## config.mk

```make
export PLATFORM = sky130hd
export DESIGN_NAME = axil_slave_frontend_ldmx
export DESIGN_NICKNAME = d
export VERILOG_FILES = /design/src/rtl/axil_slave_frontend_ldmx.sv
export SDC_FILE = /design/constraint.sdc
export NUM_CORES = 1
export LEC_CHECK = 0
export CAP_MARGIN = 10
export CORE_UTILIZATION = 47
export CTS_CLUSTER_DIAMETER = 50
export DETAILED_ROUTE_END_ITERATION = 16
export PLACE_DENSITY = 0.83
export SLEW_MARGIN = 15
export SYNTH_ARGS = -nofsm -noshare
export SYNTH_HDL_FRONTEND = slang
export SYNTH_SLANG_ARGS = --single-unit
```

## constraint.sdc

```tcl
create_clock -name axilClk -period 6.8 [get_ports axilClk]
set_input_delay 1.36 -clock axilClk [delete_from_list [all_inputs] [get_ports axilClk]]
set_output_delay 1.36 -clock axilClk [all_outputs]
set_load 0.005 [all_outputs]
```

## src/rtl/axil_slave_frontend_ldmx.sv

```systemverilog
// axil_slave_frontend_ldmx: AXI4-Lite slave to strobe-style backend request bridge
// with independent read/write FSMs and a backend timeout that answers SLVERR.
module axil_slave_frontend_ldmx #(
    parameter int ADDR_LSB       = 2,
    parameter int TIMEOUT_CYCLES = 1023
) (
    input  logic        axilClk,
    input  logic        axilRst,
    input  logic [31:0] s_araddr,
    input  logic        s_arvalid,
    output logic        s_arready,
    output logic [31:0] s_rdata,
    output logic [1:0]  s_rresp,
    output logic        s_rvalid,
    input  logic        s_rready,
    input  logic [31:0] s_awaddr,
    input  logic        s_awvalid,
    output logic        s_awready,
    input  logic [31:0] s_wdata,
    input  logic [3:0]  s_wstrb,
    input  logic        s_wvalid,
    output logic        s_wready,
    output logic [1:0]  s_bresp,
    output logic        s_bvalid,
    input  logic        s_bready,
    output logic [17:0] raddr,
    output logic        rstart,
    output logic        rready,
    input  logic [31:0] rdata,
    input  logic [1:0]  rresp,
    input  logic        rvalid,
    output logic [17:0] waddr,
    output logic [31:0] wdata,
    output logic [3:0]  wstrb,
    output logic        wstart,
    output logic        bready,
    input  logic [1:0]  bresp,
    input  logic        bvalid,
    output logic [15:0] rd_timeouts,
    output logic [15:0] wr_timeouts
);
    typedef enum logic [2:0] {R_IDLE, R_ISSUE, R_WAIT, R_RESP, R_RESP_TO, R_DRAIN} rstate_t;
    typedef enum logic [2:0] {W_IDLE, W_ISSUE, W_WAIT, W_RESP, W_RESP_TO, W_DRAIN} wstate_t;

    rstate_t     r_rstate, w_rnext;
    wstate_t     r_wstate, w_wnext;
    logic [15:0] r_rcnt, r_wcnt;
    logic        r_aw_got, r_w_got;
    logic        w_ar_hs, w_aw_hs, w_w_hs, w_aw_ok, w_w_ok, w_r_to, w_w_to;
    logic        w_unused;

    assign w_unused = ^{s_araddr, s_awaddr};
    assign w_ar_hs  = s_arready & s_arvalid;
    assign w_aw_hs  = s_awready & s_awvalid;
    assign w_w_hs   = s_wready & s_wvalid;
    assign w_aw_ok  = r_aw_got | w_aw_hs;
    assign w_w_ok   = r_w_got | w_w_hs;
    // a response arriving on the timeout cycle wins over the timeout
    assign w_r_to   = (r_rstate == R_WAIT) & ~rvalid & (r_rcnt == 16'(TIMEOUT_CYCLES));
    assign w_w_to   = (r_wstate == W_WAIT) & ~bvalid & (r_wcnt == 16'(TIMEOUT_CYCLES));

    always_comb begin
        w_rnext = r_rstate;
        rstart  = r_rstate == R_ISSUE;
        rready  = (r_rstate == R_WAIT) | (r_rstate == R_DRAIN);
        case (r_rstate)
            R_IDLE:    w_rnext = w_ar_hs ? R_ISSUE : R_IDLE;
            R_ISSUE:   w_rnext = R_WAIT;
            R_WAIT:    w_rnext = rvalid ? R_RESP : (w_r_to ? R_RESP_TO : R_WAIT);
            R_RESP:    w_rnext = s_rready ? R_IDLE : R_RESP;
            R_RESP_TO: w_rnext = s_rready ? R_DRAIN : R_RESP_TO;
            R_DRAIN:   w_rnext = rvalid ? R_IDLE : R_DRAIN;
            default:   w_rnext = R_IDLE;
        endcase
    end

    always_ff @(posedge axilClk) begin
        if (axilRst) begin
            r_rstate    <= R_IDLE;
            r_rcnt      <= '0;
            s_arready   <= 1'b0;
            s_rdata     <= '0;
            s_rresp     <= '0;
            s_rvalid    <= 1'b0;
            raddr       <= '0;
            rd_timeouts <= '0;
        end else begin
            r_rstate <= w_rnext;
            r_rcnt   <= (r_rstate == R_WAIT) ? r_rcnt + 16'd1 : 16'd0;
            case (r_rstate)
                R_IDLE: begin
                    s_arready <= ~w_ar_hs;
                    if (w_ar_hs) raddr <= s_araddr[ADDR_LSB+17:ADDR_LSB];
                end
                R_WAIT: begin
                    if (rvalid) begin
                        s_rdata  <= rdata;
                        s_rresp  <= rresp;
                        s_rvalid <= 1'b1;
                    end else if (w_r_to) begin
                        s_rdata     <= '0;
                        s_rresp     <= 2'b10;
                        s_rvalid    <= 1'b1;
                        rd_timeouts <= (rd_timeouts == 16'hFFFF) ? rd_timeouts : rd_timeouts + 16'd1;
                    end
                end
                R_RESP:    if (s_rready) begin s_rvalid <= 1'b0; s_arready <= 1'b1; end
                R_RESP_TO: if (s_rready) s_rvalid <= 1'b0;
                R_DRAIN:   if (rvalid) s_arready <= 1'b1;
                default: ;
            endcase
        end
    end

    always_comb begin
        w_wnext = r_wstate;
        wstart  = r_wstate == W_ISSUE;
        bready  = (r_wstate == W_WAIT) | (r_wstate == W_DRAIN);
        case (r_wstate)
            W_IDLE:    w_wnext = (w_aw_ok & w_w_ok) ? W_ISSUE : W_IDLE;
            W_ISSUE:   w_wnext = W_WAIT;
            W_WAIT:    w_wnext = bvalid ? W_RESP : (w_w_to ? W_RESP_TO : W_WAIT);
            W_RESP:    w_wnext = s_bready ? W_IDLE : W_RESP;
            W_RESP_TO: w_wnext = s_bready ? W_DRAIN : W_RESP_TO;
            W_DRAIN:   w_wnext = bvalid ? W_IDLE : W_DRAIN;
            default:   w_wnext = W_IDLE;
        endcase
    end

    always_ff @(posedge axilClk) begin
        if (axilRst) begin
            r_wstate    <= W_IDLE;
            r_wcnt      <= '0;
            r_aw_got    <= 1'b0;
            r_w_got     <= 1'b0;
            s_awready   <= 1'b0;
            s_wready    <= 1'b0;
            s_bresp     <= '0;
            s_bvalid    <= 1'b0;
            waddr       <= '0;
            wdata       <= '0;
            wstrb       <= '0;
            wr_timeouts <= '0;
        end else begin
            r_wstate <= w_wnext;
            r_wcnt   <= (r_wstate == W_WAIT) ? r_wcnt + 16'd1 : 16'd0;
            case (r_wstate)
                W_IDLE: begin
                    s_awready <= ~w_aw_ok;
                    s_wready  <= ~w_w_ok;
                    if (w_aw_hs) begin waddr <= s_awaddr[ADDR_LSB+17:ADDR_LSB]; r_aw_got <= 1'b1; end
                    if (w_w_hs) begin wdata <= s_wdata; wstrb <= s_wstrb; r_w_got <= 1'b1; end
                    if (w_aw_ok & w_w_ok) begin r_aw_got <= 1'b0; r_w_got <= 1'b0; end
                end
                W_WAIT: begin
                    if (bvalid) begin
                        s_bresp  <= bresp;
                        s_bvalid <= 1'b1;
                    end else if (w_w_to) begin
                        s_bresp     <= 2'b10;
                        s_bvalid    <= 1'b1;
                        wr_timeouts <= (wr_timeouts == 16'hFFFF) ? wr_timeouts : wr_timeouts + 16'd1;
                    end
                end
                W_RESP: if (s_bready) begin
                    s_bvalid  <= 1'b0;
                    s_awready <= 1'b1;
                    s_wready  <= 1'b1;
                end
                W_RESP_TO: if (s_bready) s_bvalid <= 1'b0;
                W_DRAIN: if (bvalid) begin s_awready <= 1'b1; s_wready <= 1'b1; end
                default: ;
            endcase
        end
    end
endmodule

```

---- Yosys cells after proc, flatten, opt, wreduce, memory -nomap -nowiden ----
Cells that the tools add are included.
word-level totals
  bits in registers ....................... 185
  bits of input ports ..................... 145
  word-level logic and storage cells ...... 133
  output and inout bits ................... 149
cells by class
  bitwise operators ....................... 21
  add/sub/neg operators ................... 4
  multiplexer cells ....................... 39
  reduce and logical (&&, ||, !) cells .... 27
  eq/ne operators ......................... 22
operators by type and width
  operator               number
  $add 16x1->16 const B  4
  $mux 32                2
  $pmux 3 s6             2
  $eq 16x10->1 const B   2
  $eq 16x16->1 const B   2
  $mux 1                 18
  $mux 3                 6
  $reduce_and 2->1       7
  $eq 3x2->1 const B     4
  $eq 3x3->1 const B     4
  $mux 2                 6
  $reduce_and 3->1       4
  $reduce_bool 2->1      6
  $not 1->1              9
  $pmux 1 s3             3
  $and 1x1->1            8
  $ne 2x2->1 const B     4
  $reduce_and 4->1       2
  $reduce_or 2->1        4
  $eq 3x1->1 const B     2
  $logic_not 3->1        2
  $ne 3x3->1 const B     2
  $reduce_bool 3->1      2
  $ne 2x1->1 const B     2
  2 further kinds        6

---- Logic depth before layout (Yosys ltp) ----
  depth in word-level cells ............... 6
  mapped depth ............................ 8

---- Worst setup path after synthesis ----
OpenSTA, ideal clock, no wires.
  path kind ............................... input port to flip-flop
  start ................................... input bvalid
  end ..................................... register wr_timeouts[9]
  slack ................................... 3995 ps
  buffers on the path ..................... 0
  data arrival time ....................... 2682 ps
  library setup time ...................... 123 ps
  stages .................................. 5
  cells stage by stage .................... nor3_1 > nand3_1 > nor4_2 > nand4_1 > mux2_1
on the way
  word-level cells in the longest chain between the ends .. 4
RTL lines
  what                            RTL line  source
  from (decl)                     38        input logic bvalid,
  $not 1->1 (no line) (*)         -
  $and 1x1->1 (2 in a row)        60        assign w_w_to = (r_wstate == W_WAIT) & ~bvalid & (r_wcnt == 16'(TIMEOUT_CYCLES));
  $reduce_and 4->1 (no line) (*)  -
  to (signal assigned)            162       wr_timeouts <= (wr_timeouts == 16'hFFFF) ? wr_timeouts : wr_timeouts + 16'd1;
  to (decl)                       40        output logic [15:0] wr_timeouts
Every way passes the cells marked *; elsewhere a longest branch is shown, timed or not.
A chain may end at the register's enable or synchronous reset.

---- Worst setup path in the final report ----
  start ................................... register r_wstate[1]
  end ..................................... output bready
on the way
  word-level cells in the longest chain between the ends .. 2
RTL lines
  what                                             RTL line  source
  from (decl)                                      46        wstate_t r_wstate, w_wnext;
  from (signal assigned)                           145       r_wstate <= w_wnext;
  $eq 3x2->1 / $eq 3x3->1 (equally long branches)  118       bready = (r_wstate == W_WAIT) | (r_wstate == W_DRAIN);
  $or 1x1->1 (*)                                   118
  to (decl)                                        36        output logic bready,
Marked as above.

==> flow_summary.toml <==
[setup_path]
worstPathMaxFanout = 11
r2r-start = "r_wstate[1]"
start_kind = "flip-flop"
crit_type = "flip-flop to output port"
cp-end-kind = "output port"
startpoint = "r_wstate[1]"
crit_arrival_ns = 2.25
crit_required_ns = 5.44

[routing]
drt_iter0_drc = 476
via_count = 6941
drt_pass1_iterations = 6
wl_mm = 18.68
ant_nets = 0
routedWlPerCell_um = 14.40
viasPerCell = 5.352
drc = 0

[timing]
min_period_ns = 3.609
finalHoldWorstSlack_ns = 0.4528
finalSetupViolations = 0
tns_ns = 0
worst_pin_slew_ns = 0.7356
hold_violations = 0
slew_headroom_pct = 50.58
max_freq_ghz = 0.2771
fin_crit_sh_pct = 53.07
drv_slew = 0
final.setup_skew_ns = 0.01231
rsz0062_at_grt = "false"

[clock_network]
clk_pin_slew_ns = 0.07
cts-buffers-inserted = 17
cts.htree.levels = 4
clk_latency_ns = 0.43
cts-resized-gates = 0
cts_setup_buffers = 0
ctsHoldBuffers = 0
cts_root_buf = "clkbuf_16"
cts_buffer_depth = 2
cts_num_sinks = 185
cts_tree = "yes"

[finish]
syn_to_final_growth_pct = 46.14
final_nets = 1246
layout_commonest_cell = "clkdlybuf4s50_1"
final_util_pct = 70.05
diodes = 0
multi_input_area_sq_um = 3322
layout_common_cells = "clkdlybuf4s50_1 (264), dfxtp_1 (185), nand2_1 (178)"
drive_gt1_share_pct = 4.779
fillCellCount = 1203
regArea_sq_um = 3704

[worst_hold_path]
hp-start = "wdata[24]"
hold_class = "flip-flop to flip-flop"

[floorplanning]
dieArea_sq_um = 15950
rows = 45
die_height_um = 126.3
io_pins = 294
die_width_um = 126.3
initial_utilization_pct = 47.93
core_sq_um = 15150

[placement]
port_buffers = 265
hpwl_mm = 13.00
routabilityCongestion = 0.8590

[synthesis]
avgSynthCellArea_sq_um = 8.491
yosysUniqueCellTypes = 53
postSynthCellCount = 855
yosys_warnings = 0
ys.flop_type = "dfxtp_1"
synth.net_count = 1004
synth_area_sq_um = 7259
ys_ff_latch = 185
async_flop_share_pct = 0
ys_seq_area_share_pct = 51.02
synth_edf_count = 0

[pwr]
leakagePower_nw = 3.671
peakVddDrop_mv = 0.1675
power_density_nw_per_um2 = 235.3

[grt]
grt_pass1_wl_mm = 30.06
grt_usage_pct = 23.32
grt_pass1_vias = 6350
antenna_found_initial = 0
grt_max_degree = 70
grt_overflow = 0

[run_status]
status = "completed"

[run]
cap_violations = 0
==> cells by family after synthesis <==
group	Yosys count	share of synthesized area, %
AND/OR/NAND/NOR	381	24.06
AO/OA/AOI/OAI	188	16.20
flip-flops	185	51.02
buffers and inverters	60	3.309
XOR/XNOR	28	3.378
multiplexers	9	1.344
adder cells (fa/ha/maj)	4	0.6894
==> through the flow <==
step | setup WS (ns) | area (sq um) | power (mW) | instances
2_1_floorplan | 3.995 | 7259 | 1.319 | 855
3_3_place_gp | 3.128 | 10000 | 1.509 | 1266
3_5_place_dp | 3.092 | 10000 | 1.516 | 1266
4_1_cts | 3.155 | 10610 | 2.520 | 1297
5_1_grt | 2.991 | 10610 | 2.607 | 1297
6_report | 3.191 | 10610 | 2.497 | 1297
==> per-layer routing <==
layer	wire, um	global-route usage (%)	up-vias
met1	8166	28.06	3211
met2	8864	38.48	242
li1	-	-	3450
met4	470	10.28	0
met5	0	0	-
met3	1180	7.009	38
==> cell type report <==
| type | count | share of cell area, % |
|---|---|---|
| Tap cell | 188 | 2.217 |
| Clock buffer | 22 | 4.659 |
| Multi-Input combinational cell | 610 | 31.31 |
| Sequential cell | 185 | 34.91 |
| Timing Repair Buffer | 271 | 25.40 |
| Inverter | 12 | 0.4246 |
| Clock inverter | 9 | 1.073 |
==> registers in the layout, summed over array words and instances (netlist names), 3 cells and up <==
register	count
r_wstate	3
s_rdata	32
wr_timeouts	16
wdata	32
raddr	18
r_rcnt	16
r_wcnt	16
wstrb	4
waddr	18
rd_timeouts	16
r_rstate	3
==> critical path, stage by stage, from the launching register on <==
cell             delay [ns]
dfxtp_1                0.53
nor3b_1                0.57
o21bai_1               0.19
clkdlybuf4s50_1        0.54
==> Yosys cell counts (4+ instances only) <==
| cell type | number | area (sq um) |
|---|---|---|
| dfxtp_1 | 185 | 3704 |
| nand2_1 | 178 | 668.1 |
| a21oi_1 | 104 | 520.5 |
| nor2_1 | 68 | 255.2 |
| clkbuf_1 | 39 | 146.4 |
| a22o_1 | 33 | 289.0 |
| nand3_1 | 30 | 150.1 |
| nand4_1 | 18 | 112.6 |
| or3_1 | 18 | 112.6 |
| nor3_1 | 16 | 80.08 |
| xnor2_1 | 16 | 140.1 |
| o21ai_0 | 15 | 75.07 |
| inv_1 | 12 | 45.04 |
| xor2_1 | 12 | 105.1 |
| and3_1 | 11 | 68.82 |
| nand2b_1 | 9 | 56.30 |
| nor2b_1 | 9 | 56.30 |
| nor4_1 | 7 | 43.79 |
| a211oi_1 | 6 | 45.04 |
| mux2_2 | 5 | 56.30 |
| buf_1 | 4 | 15.01 |
| ha_1 | 4 | 50.05 |
| o31ai_1 | 4 | 30.03 |
==> where the power goes <==
group / leakage (nW) / internal (mW) / switching [mW]
Combinational: 1.88 / 0.186 / 0.137
Sequential: 1.50 / 1.13 / 0.0342
Clock: 0.291 / 0.591 / 0.414
==> final timing paths <==
kind,endpoint,slack (ns),depth (start not counted)
max,bready,3.19,3
min,wdata[24],0.45,2
max reg2reg,wr_timeouts[9],4.05,5
min reg2reg,wdata[24],0.45,2
No activity file was read; power rests on OpenSTA's default activity.
